$ cat src/rtl/tpu_instruction_dispatch.sv
`default_nettype none
// ============================================================================
// Module   : tpu_instruction_dispatch
// Purpose  : Takes instructions from the instruction FIFO, decodes the
//            op_code, waits out structural/data hazards against the
//            weight-load, matrix-multiply and activation units, then issues
//            each instruction to exactly one unit as a one-cycle enable
//            pulse. Also handles NOP, HALT and malformed instructions.
// Ports    : clk, rst (sync, active-high), enable (global stall)
//            in_valid/in_ready + in_* fields : instruction FIFO handshake
//            out_*                           : held instruction, shared bus
//            *_instr_en                      : one-cycle issue pulses
//            *_busy, mm_resource_busy        : unit status
//            halted, decode_error            : sticky halt / error pulse
//            *_issued_cnt                    : wrapping issue counters
// Revision : 1.0 - initial release
// ============================================================================
module tpu_instruction_dispatch #(
  parameter int OP_CODE_WIDTH  = 8,
  parameter int LENGTH_WIDTH   = 32,
  parameter int ACC_ADDR_WIDTH = 16,
  parameter int BUF_ADDR_WIDTH = 24,
  parameter int CNT_WIDTH      = 16
) (
  input  logic                      clk,
  input  logic                      rst,
  input  logic                      enable,
  input  logic                      in_valid,
  output logic                      in_ready,
  input  logic [OP_CODE_WIDTH-1:0]  in_op_code,
  input  logic [LENGTH_WIDTH-1:0]   in_calc_length,
  input  logic [ACC_ADDR_WIDTH-1:0] in_acc_address,
  input  logic [BUF_ADDR_WIDTH-1:0] in_buffer_address,
  output logic [OP_CODE_WIDTH-1:0]  out_op_code,
  output logic [LENGTH_WIDTH-1:0]   out_calc_length,
  output logic [ACC_ADDR_WIDTH-1:0] out_acc_address,
  output logic [BUF_ADDR_WIDTH-1:0] out_buffer_address,
  output logic                      weight_instr_en,
  output logic                      mm_instr_en,
  output logic                      act_instr_en,
  input  logic                      weight_busy,
  input  logic                      mm_busy,
  input  logic                      mm_resource_busy,
  input  logic                      act_busy,
  output logic                      halted,
  output logic                      decode_error,
  output logic [CNT_WIDTH-1:0]      mm_issued_cnt,
  output logic [CNT_WIDTH-1:0]      weight_issued_cnt,
  output logic [CNT_WIDTH-1:0]      act_issued_cnt
);

  typedef enum logic [1:0] {
    S_IDLE   = 2'd0,
    S_CHECK  = 2'd1,
    S_ISSUE  = 2'd2,
    S_HALTED = 2'd3
  } state_t;

  typedef enum logic [2:0] {
    K_NOP    = 3'd0,
    K_HALT   = 3'd1,
    K_WEIGHT = 3'd2,
    K_MM     = 3'd3,
    K_ACT    = 3'd4,
    K_ILL    = 3'd5
  } kind_t;

  localparam logic [CNT_WIDTH-1:0] c_cnt_one = CNT_WIDTH'(1);

  state_t                      r_state;
  state_t                      w_state_nxt;
  logic [OP_CODE_WIDTH-1:0]    r_op;
  logic [LENGTH_WIDTH-1:0]     r_len;
  logic [ACC_ADDR_WIDTH-1:0]   r_acc;
  logic [BUF_ADDR_WIDTH-1:0]   r_buf;
  logic                        r_wg, r_mg, r_ag;
  logic [CNT_WIDTH-1:0]        r_w_cnt, r_mm_cnt, r_act_cnt;

  kind_t                       w_kind;
  logic                        w_illegal;
  logic                        w_accept;
  logic                        w_w_en, w_mm_en, w_act_en;
  logic                        w_dec_err;

  // Decode always works on the held copy so CHECK and ISSUE see a stable
  // instruction regardless of what the FIFO presents meanwhile.
  always_comb begin
    w_kind = K_ILL;
    if (r_op[7:0] == 8'h00)          w_kind = K_NOP;
    else if (r_op[7:0] == 8'hFF)     w_kind = K_HALT;
    else if (r_op[7:3] == 5'b00001)  w_kind = K_WEIGHT;
    else if (r_op[7:3] == 5'b00100)  w_kind = K_MM;
    else if (r_op[7])                w_kind = K_ACT;
    w_illegal = (w_kind == K_ILL) ||
                (((w_kind == K_WEIGHT) || (w_kind == K_MM) || (w_kind == K_ACT)) &&
                 (r_len == '0));
  end

  // Next state and the combinational pulses; nothing advances while enable=0.
  always_comb begin
    w_state_nxt = r_state;
    w_accept    = 1'b0;
    w_w_en      = 1'b0;
    w_mm_en     = 1'b0;
    w_act_en    = 1'b0;
    w_dec_err   = 1'b0;
    if (enable) begin
      case (r_state)
        S_IDLE: begin
          if (in_valid) begin
            w_accept    = 1'b1;
            w_state_nxt = S_CHECK;
          end
        end
        S_CHECK: begin
          if (w_illegal) begin
            w_dec_err   = 1'b1;
            w_state_nxt = S_IDLE;
          end else begin
            case (w_kind)
              K_NOP:    w_state_nxt = S_IDLE;
              K_HALT:   if (!mm_busy && !mm_resource_busy && !weight_busy && !act_busy &&
                            !r_wg && !r_mg && !r_ag)
                          w_state_nxt = S_HALTED;
              K_WEIGHT: if (!weight_busy && !r_wg)
                          w_state_nxt = S_ISSUE;
              // MATMUL consumes the weights, so it also waits on the loader.
              K_MM:     if (!mm_busy && !r_mg && !weight_busy && !r_wg)
                          w_state_nxt = S_ISSUE;
              // ACTIVATE reads accumulators the matmul may still be writing.
              K_ACT:    if (!act_busy && !r_ag && !mm_resource_busy && !r_mg)
                          w_state_nxt = S_ISSUE;
              default:  w_state_nxt = S_IDLE;
            endcase
          end
        end
        S_ISSUE: begin
          w_w_en      = (w_kind == K_WEIGHT);
          w_mm_en     = (w_kind == K_MM);
          w_act_en    = (w_kind == K_ACT);
          w_state_nxt = S_IDLE;
        end
        S_HALTED: w_state_nxt = S_HALTED;
        default:  w_state_nxt = S_IDLE;
      endcase
    end
  end

  always_ff @(posedge clk) begin
    if (rst) begin
      r_state   <= S_IDLE;
      r_op      <= '0;
      r_len     <= '0;
      r_acc     <= '0;
      r_buf     <= '0;
      r_wg      <= 1'b0;
      r_mg      <= 1'b0;
      r_ag      <= 1'b0;
      r_w_cnt   <= '0;
      r_mm_cnt  <= '0;
      r_act_cnt <= '0;
    end else if (enable) begin
      r_state <= w_state_nxt;
      if (w_accept) begin
        r_op  <= in_op_code;
        r_len <= in_calc_length;
        r_acc <= in_acc_address;
        r_buf <= in_buffer_address;
      end
      // Guard is high for exactly the enabled cycle after an issue, bridging
      // the unit's one-cycle delay before its busy asserts.
      r_wg <= w_w_en;
      r_mg <= w_mm_en;
      r_ag <= w_act_en;
      if (w_w_en)   r_w_cnt   <= r_w_cnt + c_cnt_one;
      if (w_mm_en)  r_mm_cnt  <= r_mm_cnt + c_cnt_one;
      if (w_act_en) r_act_cnt <= r_act_cnt + c_cnt_one;
    end
  end

  assign in_ready           = (r_state == S_IDLE) && enable;
  assign out_op_code        = r_op;
  assign out_calc_length    = r_len;
  assign out_acc_address    = r_acc;
  assign out_buffer_address = r_buf;
  assign weight_instr_en    = w_w_en;
  assign mm_instr_en        = w_mm_en;
  assign act_instr_en       = w_act_en;
  assign decode_error       = w_dec_err;
  assign halted             = (r_state == S_HALTED);
  assign mm_issued_cnt      = r_mm_cnt;
  assign weight_issued_cnt  = r_w_cnt;
  assign act_issued_cnt     = r_act_cnt;

endmodule
`default_nettype wire

$ cat config.mk
export PLATFORM = sky130hd
export DESIGN_NAME = tpu_instruction_dispatch
export DESIGN_NICKNAME = d
export VERILOG_FILES = /design/src/rtl/tpu_instruction_dispatch.sv
export SDC_FILE = /design/constraint.sdc
export NUM_CORES = 1
export LEC_CHECK = 0
export CAP_MARGIN = 15
export CORE_ASPECT_RATIO = 1.5
export CORE_MARGIN = 2
export CORE_UTILIZATION = 40
export DETAILED_ROUTE_END_ITERATION = 12
export GPL_ROUTABILITY_DRIVEN = 0
export HOLD_SLACK_MARGIN = 0.15
export PLACE_DENSITY = 0.81
export SLEW_MARGIN = 10
export SYNTH_ARGS = -nofsm -noshare
export SYNTH_HDL_FRONTEND = slang
export SYNTH_SLANG_ARGS = --single-unit
$ cat constraint.sdc
create_clock -name clk -period 3.2 [get_ports clk]
set_input_delay 0.8 -clock clk [delete_from_list [all_inputs] [get_ports clk]]
set_output_delay 0.8 -clock clk [all_outputs]
set_load 0.03 [all_outputs]
==> flow_summary.ini, run 1 <==
[grt]
grtUsageTotal = 0.2192
antenna_found_initial = 0
first_global_vias = 5250
grt-ovfl-total = 0
grt_start_max_net_pins = 81
grt_pass1_wl_um = 25720

[die]
coreArea_um2 = 13020
start_util = 0.4106
die-area_um2 = 14320
fp.dieH_um = 145.6
rows = 51
io_pins = 222
die_w_um = 98.39

[clocking]
numCtsBuffers = 17
cts-root-buf = clkbuf_16
clk_pin_slew_worst_paths_ns = 0.06
clock_latency_ns = 0.41
post_cts.repair.setup_buffers = 0
cts_num_sinks = 133
clk_path_buf_depth = 2
ctsResizeCount = 1
hold_buffers = 0
htreeDepth = 4
cts_tree = done

[drt]
wl_per_cell_um = 14.94
drt-initial-drc-count = 169
via_count = 5341
wl_um = 15690
firstDrtPassIters = 4
vias_per_cell = 5.087
ant_nets = 0
drc_errors = 0

[yosys]
synth_warnings = 0
synth-edff-count = 0
synth_area_um2 = 5345
synth.avg_cell_area_um2 = 8.038
synth_seq_cells = 133
async_reset_ff_frac = 0
synth_flop_cell = dfxtp_1
synth-seq-area-share = 0.4981
synth_cell_type_count = 44
synth_cells = 665
synthesis.nets = 756

[min_path]
hold_path.class = reg -> reg

[sta]
min_period_ns = 2.953
drv_slew = 0
max-slew-margin-rel = 0.4392
setup_tns_ns = 0
tightest_slew_ns = 0.8412
fmax_mhz = 338.6
skew_ns = 0.008101
rsz0062_at_grt = false
setup_viol = 0
hold_viol = 0
fin_crit_sh = 0.9229

[final_layout]
area_growth_pct = 55.41
final_cell_mix = 215 x clkdlybuf4s50_1, 180 x nand2_1, 133 x dfxtp_1, 97 x a21oi_1, 45 x nor2_1
fillers = 1122
drive_above_1_share = 0.06173
nets = 970
final_cell_area_um2 = 8307
final_common_cell = clkdlybuf4s50_1
num_antenna_cells = 0

[setup_path]
crit_type = reg -> out
path_max_fanout = 7
crit_required_ns = 2.40
critPathLaunchType = register
arrival_ns = 2.15
critPathCaptureType = output pin

[run]
max_cap_violations = 0

[outcome]
outcome = complete, no violations

[place]
dpl_cell_area_um2 = 7710
dp_hpwl_um = 11020
port_buffers = 221

[power_and_ir_drop]
power_density_nw_per_um2 = 507.5
total_leakage_power_nw = 2.909
ir_drop_v = 0.0003483
## power breakdown
group	internal [mW]	switching, mW
Combinational	0.233	0.264
Clock	1.24	0.734
Sequential	1.71	0.0357
Total	3.18	1.03
## layout make-up
cell class / count / area [um^2] / share of cell area
Timing Repair Buffer: 231 / 2298 / 0.2767
Inverter: 13 / 48.80 / 0.005874
Clock inverter: 12 / 155.1 / 0.01868
Clock buffer: 19 / 442.9 / 0.05332
Tap cell: 159 / 198.9 / 0.02395
Sequential cell: 133 / 2663 / 0.3205
Multi-Input combinational cell: 483 / 2500 / 0.3009
## final timing paths
| check | end | depth (start not counted) | startpoint | slack [ns] |
|---|---|---|---|---|
| worst max-delay path | decode_error | 5 | out_op_code[4] | 0.25 |
| worst max register to register | mm_issued_cnt[12] | 6 | out_op_code[7] | 1.09 |
| worst min register to register | out_acc_address[10] | 2 | out_acc_address[10] | 0.45 |
| worst min-delay path | out_acc_address[10] | 2 | out_acc_address[10] | 0.45 |
## metrics by stage
step / total power, mW / hold WS [ns] / utilization / cells / setup WS [ns]
3_5_place_dp: 2.276 / 0.4455 / 0.5923 / 1019 / 0.2670
6_report: 4.215 / 0.4519 / 0.6381 / 1050 / 0.2468
4_1_cts: 4.253 / 0.4539 / 0.6381 / 1050 / 0.2228
5_1_grt: 4.370 / 0.4712 / 0.6381 / 1050 / 0.1437
3_3_place_gp: 2.270 / 0.4406 / 0.5923 / 1019 / 0.3062
2_1_floorplan: 2.020 / 0.4446 / - / 665 / 0.6711
## logic make-up (layout without fill, tap and decap cells)
group / after synthesis / count (layout) / share of synthesized area
flip-flops: 133 / 133 / 0.4981
AND/OR/NAND/NOR: 323 / 323 / 0.2765
XOR/XNOR: 37 / 37 / 0.06063
adder cells (fa/ha/maj): 3 / 3 / 0.007023
buffers and inverters: 49 / 275 / 0.03558
AO/OA/AOI/OAI: 120 / 120 / 0.1222
## synth_stat cells (2+ instances only)
| library cell | instances | area share |
|---|---|---|
| xnor2_1 | 25 | 0.041 |
| clkbuf_1 | 33 | 0.023 |
| ha_1 | 3 | 0.0070 |
| o2111ai_1 | 2 | 0.0033 |
| nor2b_1 | 4 | 0.0047 |
| buf_2 | 2 | 0.0019 |
| nand3_1 | 19 | 0.018 |
| nand4_1 | 12 | 0.014 |
| dfxtp_1 | 133 | 0.50 |
| o31ai_1 | 5 | 0.0070 |
| xor2_1 | 12 | 0.020 |
| a21oi_1 | 97 | 0.091 |
| inv_1 | 11 | 0.0077 |
| or3_1 | 6 | 0.0070 |
| nand2_1 | 180 | 0.13 |
| or4_1 | 3 | 0.0042 |
| nor2_1 | 46 | 0.032 |
| and4_1 | 4 | 0.0066 |
| and2_1 | 4 | 0.0047 |
| nand2b_1 | 3 | 0.0035 |
| nor4_1 | 17 | 0.020 |
| nor3_1 | 7 | 0.0066 |
| clkinv_1 | 2 | 0.0014 |
| and3_1 | 5 | 0.0059 |
| or2_2 | 4 | 0.0047 |
| o21ai_0 | 8 | 0.0075 |
## registers in the layout, summed over array words and instances (netlist names)
name                flops
out_buffer_address     24
weight_issued_cnt      16
out_calc_length        32
r_ag                    1
out_op_code             8
r_state                 2
r_mg                    1
out_acc_address        16
mm_issued_cnt          16
r_wg                    1
act_issued_cnt         16
## routing by layer
metal	GRT usage	vias up	routed length, um
met5	0	-	0
met4	0.08904	0	432
met3	0.06292	32	964
met2	0.3997	176	8340
met1	0.2335	2468	5949
li1	-	2665	-
## worst max-delay path, cell delays in order (launching register included)
cell and delay (ns):
dfxtp_1 0.45, nand4_1 0.22, or2_1 0.36, and2_1 0.20, and4_1 0.17, dlygate4sd2_1 0.35
No activity file was read; power rests on OpenSTA's default activity.
==> inputs of run 2 (changes only) <==
--- a/config.mk
+++ b/config.mk
@@ -5,7 +5,7 @@
 export SDC_FILE = /design/constraint.sdc
 export NUM_CORES = 1
 export LEC_CHECK = 0
-export CAP_MARGIN = 15
+export CAP_MARGIN = 20
 export CORE_ASPECT_RATIO = 1.5
 export CORE_MARGIN = 2
 export CORE_UTILIZATION = 40
@@ -13,7 +13,6 @@
 export GPL_ROUTABILITY_DRIVEN = 0
 export HOLD_SLACK_MARGIN = 0.15
 export PLACE_DENSITY = 0.81
-export SLEW_MARGIN = 10
 export SYNTH_ARGS = -nofsm -noshare
 export SYNTH_HDL_FRONTEND = slang
 export SYNTH_SLANG_ARGS = --single-unit
==> results of run 2 <==
The final DEF is identical to that of run 1; final timing and power are the same.
==> inputs of run 3 (changes only) <==
==> constraint.sdc (replaced) <==
create_clock -name clk -period 3.22 [get_ports clk]
set_input_delay 0.805 -clock clk [delete_from_list [all_inputs] [get_ports clk]]
set_output_delay 0.805 -clock clk [all_outputs]
set_load 0.03 [all_outputs]
==> flow_summary.ini, run 3 (synthesis gave the netlist of run 1 again) <==
[setup_path]
path_max_fanout = 7
cp-startpoint = out_op_code[3]
ff2ff_path_depth = 6
critPathLaunchType = register
reg2reg_setup_slack_ns = 1.13
critPathCaptureType = output pin
r2r_end = mm_issued_cnt[12]
crit_required_ns = 2.41
crit_type = reg -> out
crit-reg2reg-launch = out_op_code[7]
arrival_ns = 2.20

[clocking]
numCtsBuffers = 17
ctsResizeCount = 1
clk_path_buf_depth = 2
cts_num_sinks = 133
cts-root-buf = clkbuf_16
clk_pin_slew_worst_paths_ns = 0.06
htreeDepth = 4
cts_tree = done
hold_buffers = 0
post_cts.repair.setup_buffers = 0
clock_latency_ns = 0.42

[die]
coreArea_um2 = 13020
die_w_um = 98.39
fp.dieH_um = 145.6
rows = 51
io_pins = 222
start_util = 0.4106
die-area_um2 = 14320

[power_and_ir_drop]
power_mw = 4.294
power_density_nw_per_um2 = 515.2
ir_drop_v = 0.0003637
total_leakage_power_nw = 2.915

[drt]
wl_per_cell_um = 14.67
wl_um = 15400
firstDrtPassIters = 5
ant_nets = 0
vias_per_cell = 5.049
via_count = 5301
drt-initial-drc-count = 169
drc_errors = 0

[place]
port_buffers = 221
dp_hpwl_um = 10710
dpl_cell_area_um2 = 7702

[final_layout]
multiInputGateArea_um2 = 2500
largest_reg_flops = 32
drive_above_1_share = 0.06061
final_cell_mix = 215 x clkdlybuf4s50_1, 180 x nand2_1, 133 x dfxtp_1, 97 x a21oi_1, 45 x nor2_1
fillers = 1073
final_cell_area_um2 = 8335
seqCellArea_um2 = 2663
final_common_cell = clkdlybuf4s50_1
num_antenna_cells = 0
area_growth_pct = 55.95
nets = 969

[sta]
setup_tns_ns = 0
min_period_ns = 3.003
rsz0062_at_grt = false
setup_viol = 0
skew_ns = 0.01717
drv_slew = 0
hold_viol = 0
fin_crit_sh = 0.9325
tightest_slew_ns = 0.8157
max-slew-margin-rel = 0.4562
fmax_mhz = 333.0

[grt]
first_global_vias = 5096
grt-ovfl-total = 0
antenna_found_initial = 0
grtUsageTotal = 0.2175
grt_pass1_wl_um = 25290
grt_start_max_net_pins = 81

[min_path]
min_path_cells = 2
holdPathEnd = out_acc_address[10]
hold_start = out_acc_address[10]
hold_path.class = reg -> reg

[outcome]
outcome = complete, no violations

[run]
max_cap_violations = 0
==> run 3: through the flow <==
step	worst slack (ns)	instances	util	hold slack, ns
finish	0.2174	1050	0.6403	0.4507
global route	0.09887	1050	0.6403	0.4713
CTS	0.2165	1050	0.6403	0.4538
detailed placement	0.2508	1018	0.5917	0.4457
global placement	0.3012	1018	0.5917	0.4408
floorplan	0.6811	665	-	0.4446
==> run 3: area by class of cell <==
cell class	count	area share
sequential	133	0.3194
clock buffer	21	0.05524
inverter	13	0.005854
timing repair buffer	230	0.2748
tap	159	0.02387
clock inverter	11	0.02086
multi-input combinational	483	0.2999
==> run 3: how the worst max path moves through the flow <==
stage	cells after the start	end	slack, ns
after CTS	5	decode_error	0.22
after floorplan	4	weight_instr_en	0.68
after global routing	5	decode_error	0.1
after global placement	6	mm_instr_en	0.30
after detailed placement	6	mm_instr_en	0.25
final	5	decode_error	0.22
==> run 3: critical path: stages, from the launching register on <==
cell           delay, ns
dfxtp_1             0.46
nand4_1             0.23
or2_1               0.37
and2_1              0.20
and4_1              0.18
dlygate4sd2_1       0.35
==> run 3: power by group <==
part	internal (mW)	switching, mW
Combinational	0.231	0.260
Sequential	1.70	0.0349
Clock	1.34	0.733
==> run 3: layer usage <==
layer / wire length [um] / global-route usage
met5: 0 / 0
met2: 8157 / 0.3772
met1: 5826 / 0.2413
met3: 901 / 0.05908
met4: 518 / 0.1103
